### config.mk
export PLATFORM = sky130hd
export DESIGN_NAME = l1d_evict_wbuf
export DESIGN_NICKNAME = d
export VERILOG_FILES = /design/src/rtl/l1d_evict_wbuf.sv
export SDC_FILE = /design/constraint.sdc
export NUM_CORES = 2
export LEC_CHECK = 0
export ABC_CLOCK_PERIOD_IN_PS = 32100
export BUFFER_PORTS_ARGS = -buffer_cell sky130_fd_sc_hd__buf_2
export CAP_MARGIN = 15
export CORE_ASPECT_RATIO = 0.6
export CORE_MARGIN = 2
export CORE_UTILIZATION = 23
export DETAILED_ROUTE_END_ITERATION = 10
export GPL_TIMING_DRIVEN = 0
export PLACE_DENSITY_LB_ADDON = 0.08
export SYNTH_ARGS = -nofsm -noshare
export SYNTH_HDL_FRONTEND = slang
export SYNTH_SLANG_ARGS = --single-unit
### constraint.sdc
create_clock -name clk -period 32.1 [get_ports clk]
set_input_delay 6.42 -clock clk [delete_from_list [all_inputs] [get_ports clk]]
set_output_delay 6.42 -clock clk [all_outputs]
set_load 0.01 [all_outputs]
### src/rtl/l1d_evict_wbuf.sv
// rtl/l1d_evict_wbuf.sv - in-order L1D eviction write buffer with linefill hazard probe (optional bypass: L1D_EVICT_WBUF_BYPASS_EN)
module l1d_evict_wbuf #(
  parameter int ADDR_WIDTH = 40,
  parameter int LINE_WIDTH = 512,
  parameter int DEPTH      = 4
) (
  input  logic                  clk,
  input  logic                  rst_n,
  input  logic                  evict_vld,
  output logic                  evict_rdy,
  input  logic [ADDR_WIDTH-1:0] evict_addr,
  input  logic [LINE_WIDTH-1:0] evict_dat,
  output logic                  mem_wr_vld,
  input  logic                  mem_wr_rdy,
  output logic [ADDR_WIDTH-1:0] mem_wr_addr,
  output logic [LINE_WIDTH-1:0] mem_wr_dat,
  input  logic                  mem_wr_ack,
  input  logic [ADDR_WIDTH-1:0] chk_addr,
  output logic                  chk_hit,
  output logic                  wbuf_empty
);

  localparam int PW = (DEPTH > 1) ? $clog2(DEPTH) : 1;
  localparam int CW = PW + 1;
  localparam logic [CW-1:0] FULL_CNT = CW'(DEPTH);
  localparam logic [PW-1:0] PTR_ONE  = PW'(1);

  typedef enum logic [1:0] {
    E_FREE   = 2'd0,
    E_PEND   = 2'd1,
    E_ISSUED = 2'd2
  } ent_state_e;

  ent_state_e            ent_state [DEPTH];
  logic [ADDR_WIDTH-1:0] ent_addr  [DEPTH];
  logic [LINE_WIDTH-1:0] ent_dat   [DEPTH];

  logic [PW-1:0] wr_ptr;
  logic [PW-1:0] iss_ptr;
  logic [PW-1:0] ack_ptr;
  logic [CW-1:0] count;

  logic alloc;
  logic issue;
  logic ack_ok;
  logic bypass;

  // Ready comes only from the registered count, so an ack this cycle frees space next cycle.
  assign evict_rdy  = (count < FULL_CNT);
  assign wbuf_empty = (count == '0);
  assign alloc      = evict_vld & evict_rdy;
  // Acks are in order; one arriving when the oldest outstanding slot is not ISSUED is stray.
  assign ack_ok     = mem_wr_ack & (ent_state[ack_ptr] == E_ISSUED);
  assign issue      = mem_wr_vld & mem_wr_rdy;

  // Memory request mux: oldest PEND entry, or the incoming evict when bypassing an empty buffer.
  always_comb begin
    mem_wr_vld  = 1'b0;
    mem_wr_addr = '0;
    mem_wr_dat  = '0;
    bypass      = 1'b0;
    if (ent_state[iss_ptr] == E_PEND) begin
      mem_wr_vld  = 1'b1;
      mem_wr_addr = ent_addr[iss_ptr];
      mem_wr_dat  = ent_dat[iss_ptr];
    end
`ifdef L1D_EVICT_WBUF_BYPASS_EN
    else if (wbuf_empty && evict_vld) begin
      bypass      = 1'b1;
      mem_wr_vld  = 1'b1;
      mem_wr_addr = evict_addr;
      mem_wr_dat  = evict_dat;
    end
`endif
  end

  // Entry state, pointers and occupancy; alloc/issue/ack touch distinct slots except in bypass.
  always_ff @(posedge clk or negedge rst_n) begin
    if (!rst_n) begin
      for (int i = 0; i < DEPTH; i++) begin
        ent_state[i] <= E_FREE;
      end
      wr_ptr  <= '0;
      iss_ptr <= '0;
      ack_ptr <= '0;
      count   <= '0;
    end else begin
      if (ack_ok) begin
        ent_state[ack_ptr] <= E_FREE;
        ack_ptr            <= ack_ptr + PTR_ONE;
      end
      if (issue) begin
        if (!bypass) begin
          ent_state[iss_ptr] <= E_ISSUED;
        end
        iss_ptr <= iss_ptr + PTR_ONE;
      end
      if (alloc) begin
        // A bypassed evict taken by memory in the same cycle goes straight to ISSUED.
        ent_state[wr_ptr] <= (bypass && mem_wr_rdy) ? E_ISSUED : E_PEND;
        wr_ptr            <= wr_ptr + PTR_ONE;
      end
      count <= count + CW'(alloc) - CW'(ack_ok);
    end
  end

  // Line payload storage; validity is tracked by ent_state so no reset is needed here.
  always_ff @(posedge clk) begin
    if (alloc) begin
      ent_addr[wr_ptr] <= evict_addr;
      ent_dat[wr_ptr]  <= evict_dat;
    end
  end

  // Hazard probe over stored entries only; the evict being accepted now is not yet visible.
  always_comb begin
    chk_hit = 1'b0;
    for (int i = 0; i < DEPTH; i++) begin
      if ((ent_state[i] != E_FREE) && (ent_addr[i] == chk_addr)) begin
        chk_hit = 1'b1;
      end
    end
  end

endmodule

==> metrics.txt <==
outcome finished clean; Antenna Violating Nets Remaining 0; Design Area, Final 107100 um^2; placement-stage cell area 99400 um^2; final setup violation count 0; share of Yosys cell area claimed by the top area cell type 77.04%; slew at the pin with the worst max-slew slack 1.086 ns; average vias per placed instance 4.122; worst supply voltage drop on vdd 0.05129 mV; Worst setup SP type primary input; endpoint class of the critical path output port; Max Slew Vio Count 0; share of synthesized registers carrying an async set or reset 0.7640%; sum of overflow across all layers after global routing 0; Clock Latency Late Sink 0.92 ns; wire length of the first global-routing pass 384700 um; Routed wire per std cell 26.73 um; Top FF cell, synth sky130_fd_sc_hd__edfxtp_1; total global routing track utilization 14.38%; H-tree lvl count 4; PD cells 94.49 nW/um^2; Hold Buf Count CTS 0; critical-path cell list clkbuf_1 > xnor2_1 > nand4_1 > nor4_1 > nand3_1 > nand4_1 > buf_2; core region area 371400 um^2; Crit-path slowest cell sky130_fd_sc_hd__xnor2_1; number of synthesis warnings 0; Synth area leader sky130_fd_sc_hd__edfxtp_1; critical setup path kind primary input to output port; number of resized instances in the post-cts repair step 0; share of the yosys chip area belonging to registers 77.53%; vias post-DR 43.23k; total negative slack for setup checks 0 ns; sum of net half-perimeters after detailed placement 199000 um; Avg Synthesized Cell Area 22.33 um^2; DRC violation total after the first TritonRoute iteration 2698; number of distinct library cells after synthesis 32; switching power as a share of total power 34.13%; combinational fraction of design power 36.3%; Critical Path RT 25.68 ns; crit path time final 14.88 ns; area growth from synthesis to final layout 24.39%; Hold Path Origin count[0]; Reg clk slew, reported paths 0.06 ns; fraction of power consumed by the clock network 26.9%; count of flip-flops with a built-in enable after synthesis 2208; clock root buffer sky130_fd_sc_hd__clkbuf_16; Port Buf Inserts 1112; row cnt 173; total net switching power 3.453 mW; total DRC errors in the routed layout 0; cell depth of the worst min-delay path 1; total wire length 280300 um; Max-Slew Margin vs Limit 27.59%; main area contributors after synthesis sky130_fd_sc_hd__edfxtp_1 77%, sky130_fd_sc_hd__mux4_2 14%, sky130_fd_sc_hd__and2_1 4.1%; maximum number of pins on one net before global-route repair 53; worst flop-to-flop path startpoint count[2]; most instantiated cells after synthesis 2208 x sky130_fd_sc_hd__edfxtp_1, 558 x sky130_fd_sc_hd__and2_1, 553 x sky130_fd_sc_hd__mux4_2; unrepaired setup endpoints after global routing no; WHS 0.5077 ns; RePlAce Congestion 0.7240; Syn Inst Count 3855; worst min path class flip-flop to flip-flop; fraction of the cycle the final worst path needs 46.36%; most frequent cell after synthesis sky130_fd_sc_hd__edfxtp_1; antenna violations before repair 223; final core occ 28.82%; hold-critical path endpoint count[0]; Setup Fix Bufs, Post-CTS 0; IO Count 1153; clock buffers created by TritonCTS 239; cell internal pwr 6.663 mW; synthesized area 86070 um^2; Worst path max stage delay 0.65 ns; cell count of the worst reg-to-reg path 6; share of power burned in registers 36.7%; CP Max Fanout 4; length of the first detailed-routing pass in iterations 7; initial standard-cell utilization of the core 23.17%; crit path DAT 8.46 ns; final-stage net count 5878; Die Height 477.8 um; static leakage 35.79 nW; Maximum Capacitance Violations 0; max frequency 0.06720 GHz; #FFs+latches synth 2225; end of the worst register-to-register path ent_dat[2][257]; Bufs on Longest Clock Path 4; total number of clock tree sinks 2225; number of global-route vias before repair 45.56k; final setup skew 0.08479 ns; CTS tree yes; setup slack on the worst flop-to-flop path 29.12 ns; library cell appearing most often on the critical path sky130_fd_sc_hd__nand4_1; Syn Nets 4467; fraction of layout instances using a drive strength above 1 39.47%; x dimension of the die 793.7 um; Final Hold Fails 0; Die Area 379300 um^2
==> sequential cells by signal, summed over array words and instances, names as in the netlist <==
| name | cells |
|---|---|
| ent_dat | 2048 |
| ent_addr | 160 |
| wr_ptr | 2 |
| iss_ptr | 2 |
| ent_state | 8 |
| count | 3 |
| ack_ptr | 2 |
==> final cells by class <==
class | count | area [um^2]
fillers | 36900 | 264400
diodes | 38 | 95.09
inverters | 12 | 45.04
plain buffers | 228 | 1114
flip-flops and latches | 2225 | 66730
multi-input cells | 1390 | 18190
repair buffers | 1170 | 7078
clock buffers | 292 | 6231
well taps | 4987 | 6240
clock inverters | 145 | 1340
==> metal layers <==
metal / vias to the layer above / wire, um / GRT usage, %
li1: 18580 / - / -
met2: 1241 / 138700 / 24.57
met4: 90 / 8876 / 4.043
met1: 22670 / 114700 / 17.88
met3: 652 / 17540 / 3.919
met5: - / 510 / 0
==> how the worst max path moves through the flow <==
stage | to | start | depth (start not counted) | slack [ns]
after CTS | chk_hit | chk_addr[29] | 7 | 17.15
after detailed placement | chk_hit | chk_addr[29] | 7 | 17.16
after global placement | ent_dat[0][273] | evict_vld | 4 | -3.10
final | chk_hit | chk_addr[29] | 7 | 17.22
after floorplan | ent_addr[0][0] | evict_vld | 3 | 11.82
after global routing | chk_hit | chk_addr[29] | 7 | 17.07
==> worst max-delay path: cells and delay by family <==
family	cells	cell delay, ns
and+or+nand+nor	4	1.04
xor gates and xnor gates	1	0.65
buffers and inverters	2	0.34
==> logic make-up (layout without fill, tap and decap cells) <==
family | Yosys count | count (layout) | synth area share [%]
compound gates | 21 | 21 | 0.1730
xor+xnor | 165 | 165 | 1.679
fa+ha+maj | 15 | 15 | 0.2268
buf+inv | 240 | 1847 | 1.345
flops | 2225 | 2225 | 77.53
mux | 553 | 553 | 14.47
other cells | 0 | 38 | 0
simple gates | 636 | 636 | 4.574
==> power by group through the flow <==
stage	logic [mW]	clock network (mW)	registers (mW)
6_report	3.68	2.73	3.71
5_1_grt	4.01	2.94	3.74
4_1_cts	3.89	2.84	3.72
3_5_place_dp	3.88	0	3.78
3_3_place_gp	3.80	0	4.37
2_1_floorplan	2.02	0	4.02
==> per-stage QoR <==
| stage | total power [mW] | setup WS [ns] | std cells |
|---|---|---|---|
| after floorplan | 6.036 | 11.82 | 3855 |
| after global placement | 8.168 | -3.102 | 9954 |
| after detailed placement | 7.656 | 17.16 | 10010 |
| after CTS | 10.45 | 17.15 | 10450 |
| after global routing | 10.69 | 17.07 | 10460 |
| final | 10.12 | 17.22 | 10490 |
==> cell usage in the layout, fill, tap and decap left out, types with 2 or more instances in the layout <==
| cell | instances |
|---|---|
| sky130_fd_sc_hd__inv_16 | 3 |
| sky130_fd_sc_hd__nand4_1 | 37 |
| sky130_fd_sc_hd__nor4_1 | 8 |
| sky130_fd_sc_hd__xnor2_1 | 165 |
| sky130_fd_sc_hd__bufinv_16 | 21 |
| sky130_fd_sc_hd__buf_2 | 1182 |
| sky130_fd_sc_hd__clkinv_2 | 45 |
| sky130_fd_sc_hd__dfrtp_1 | 17 |
| sky130_fd_sc_hd__nand2_1 | 11 |
| sky130_fd_sc_hd__clkbuf_16 | 240 |
| sky130_fd_sc_hd__diode_2 | 38 |
| sky130_fd_sc_hd__buf_16 | 50 |
| sky130_fd_sc_hd__ha_1 | 14 |
| sky130_fd_sc_hd__nand3_1 | 8 |
| sky130_fd_sc_hd__clkinv_1 | 58 |
| sky130_fd_sc_hd__buf_12 | 4 |
| sky130_fd_sc_hd__clkinvlp_4 | 7 |
| sky130_fd_sc_hd__edfxtp_1 | 2208 |
| sky130_fd_sc_hd__buf_1 | 17 |
| sky130_fd_sc_hd__o21ai_0 | 5 |
| sky130_fd_sc_hd__a31o_1 | 4 |
| sky130_fd_sc_hd__clkinv_8 | 2 |
| sky130_fd_sc_hd__nor2b_1 | 5 |
| sky130_fd_sc_hd__mux4_2 | 553 |
| sky130_fd_sc_hd__inv_6 | 6 |
| sky130_fd_sc_hd__a21bo_2 | 4 |
| sky130_fd_sc_hd__clkbuf_8 | 3 |
| sky130_fd_sc_hd__buf_6 | 23 |
| sky130_fd_sc_hd__inv_1 | 11 |
| sky130_fd_sc_hd__and2_1 | 554 |
| sky130_fd_sc_hd__clkinv_16 | 2 |
| sky130_fd_sc_hd__buf_8 | 3 |
| sky130_fd_sc_hd__nor3_1 | 5 |
| sky130_fd_sc_hd__clkbuf_1 | 166 |
| sky130_fd_sc_hd__and2_4 | 4 |
| sky130_fd_sc_hd__a21oi_1 | 4 |
(Power assumes the default switching activity.)
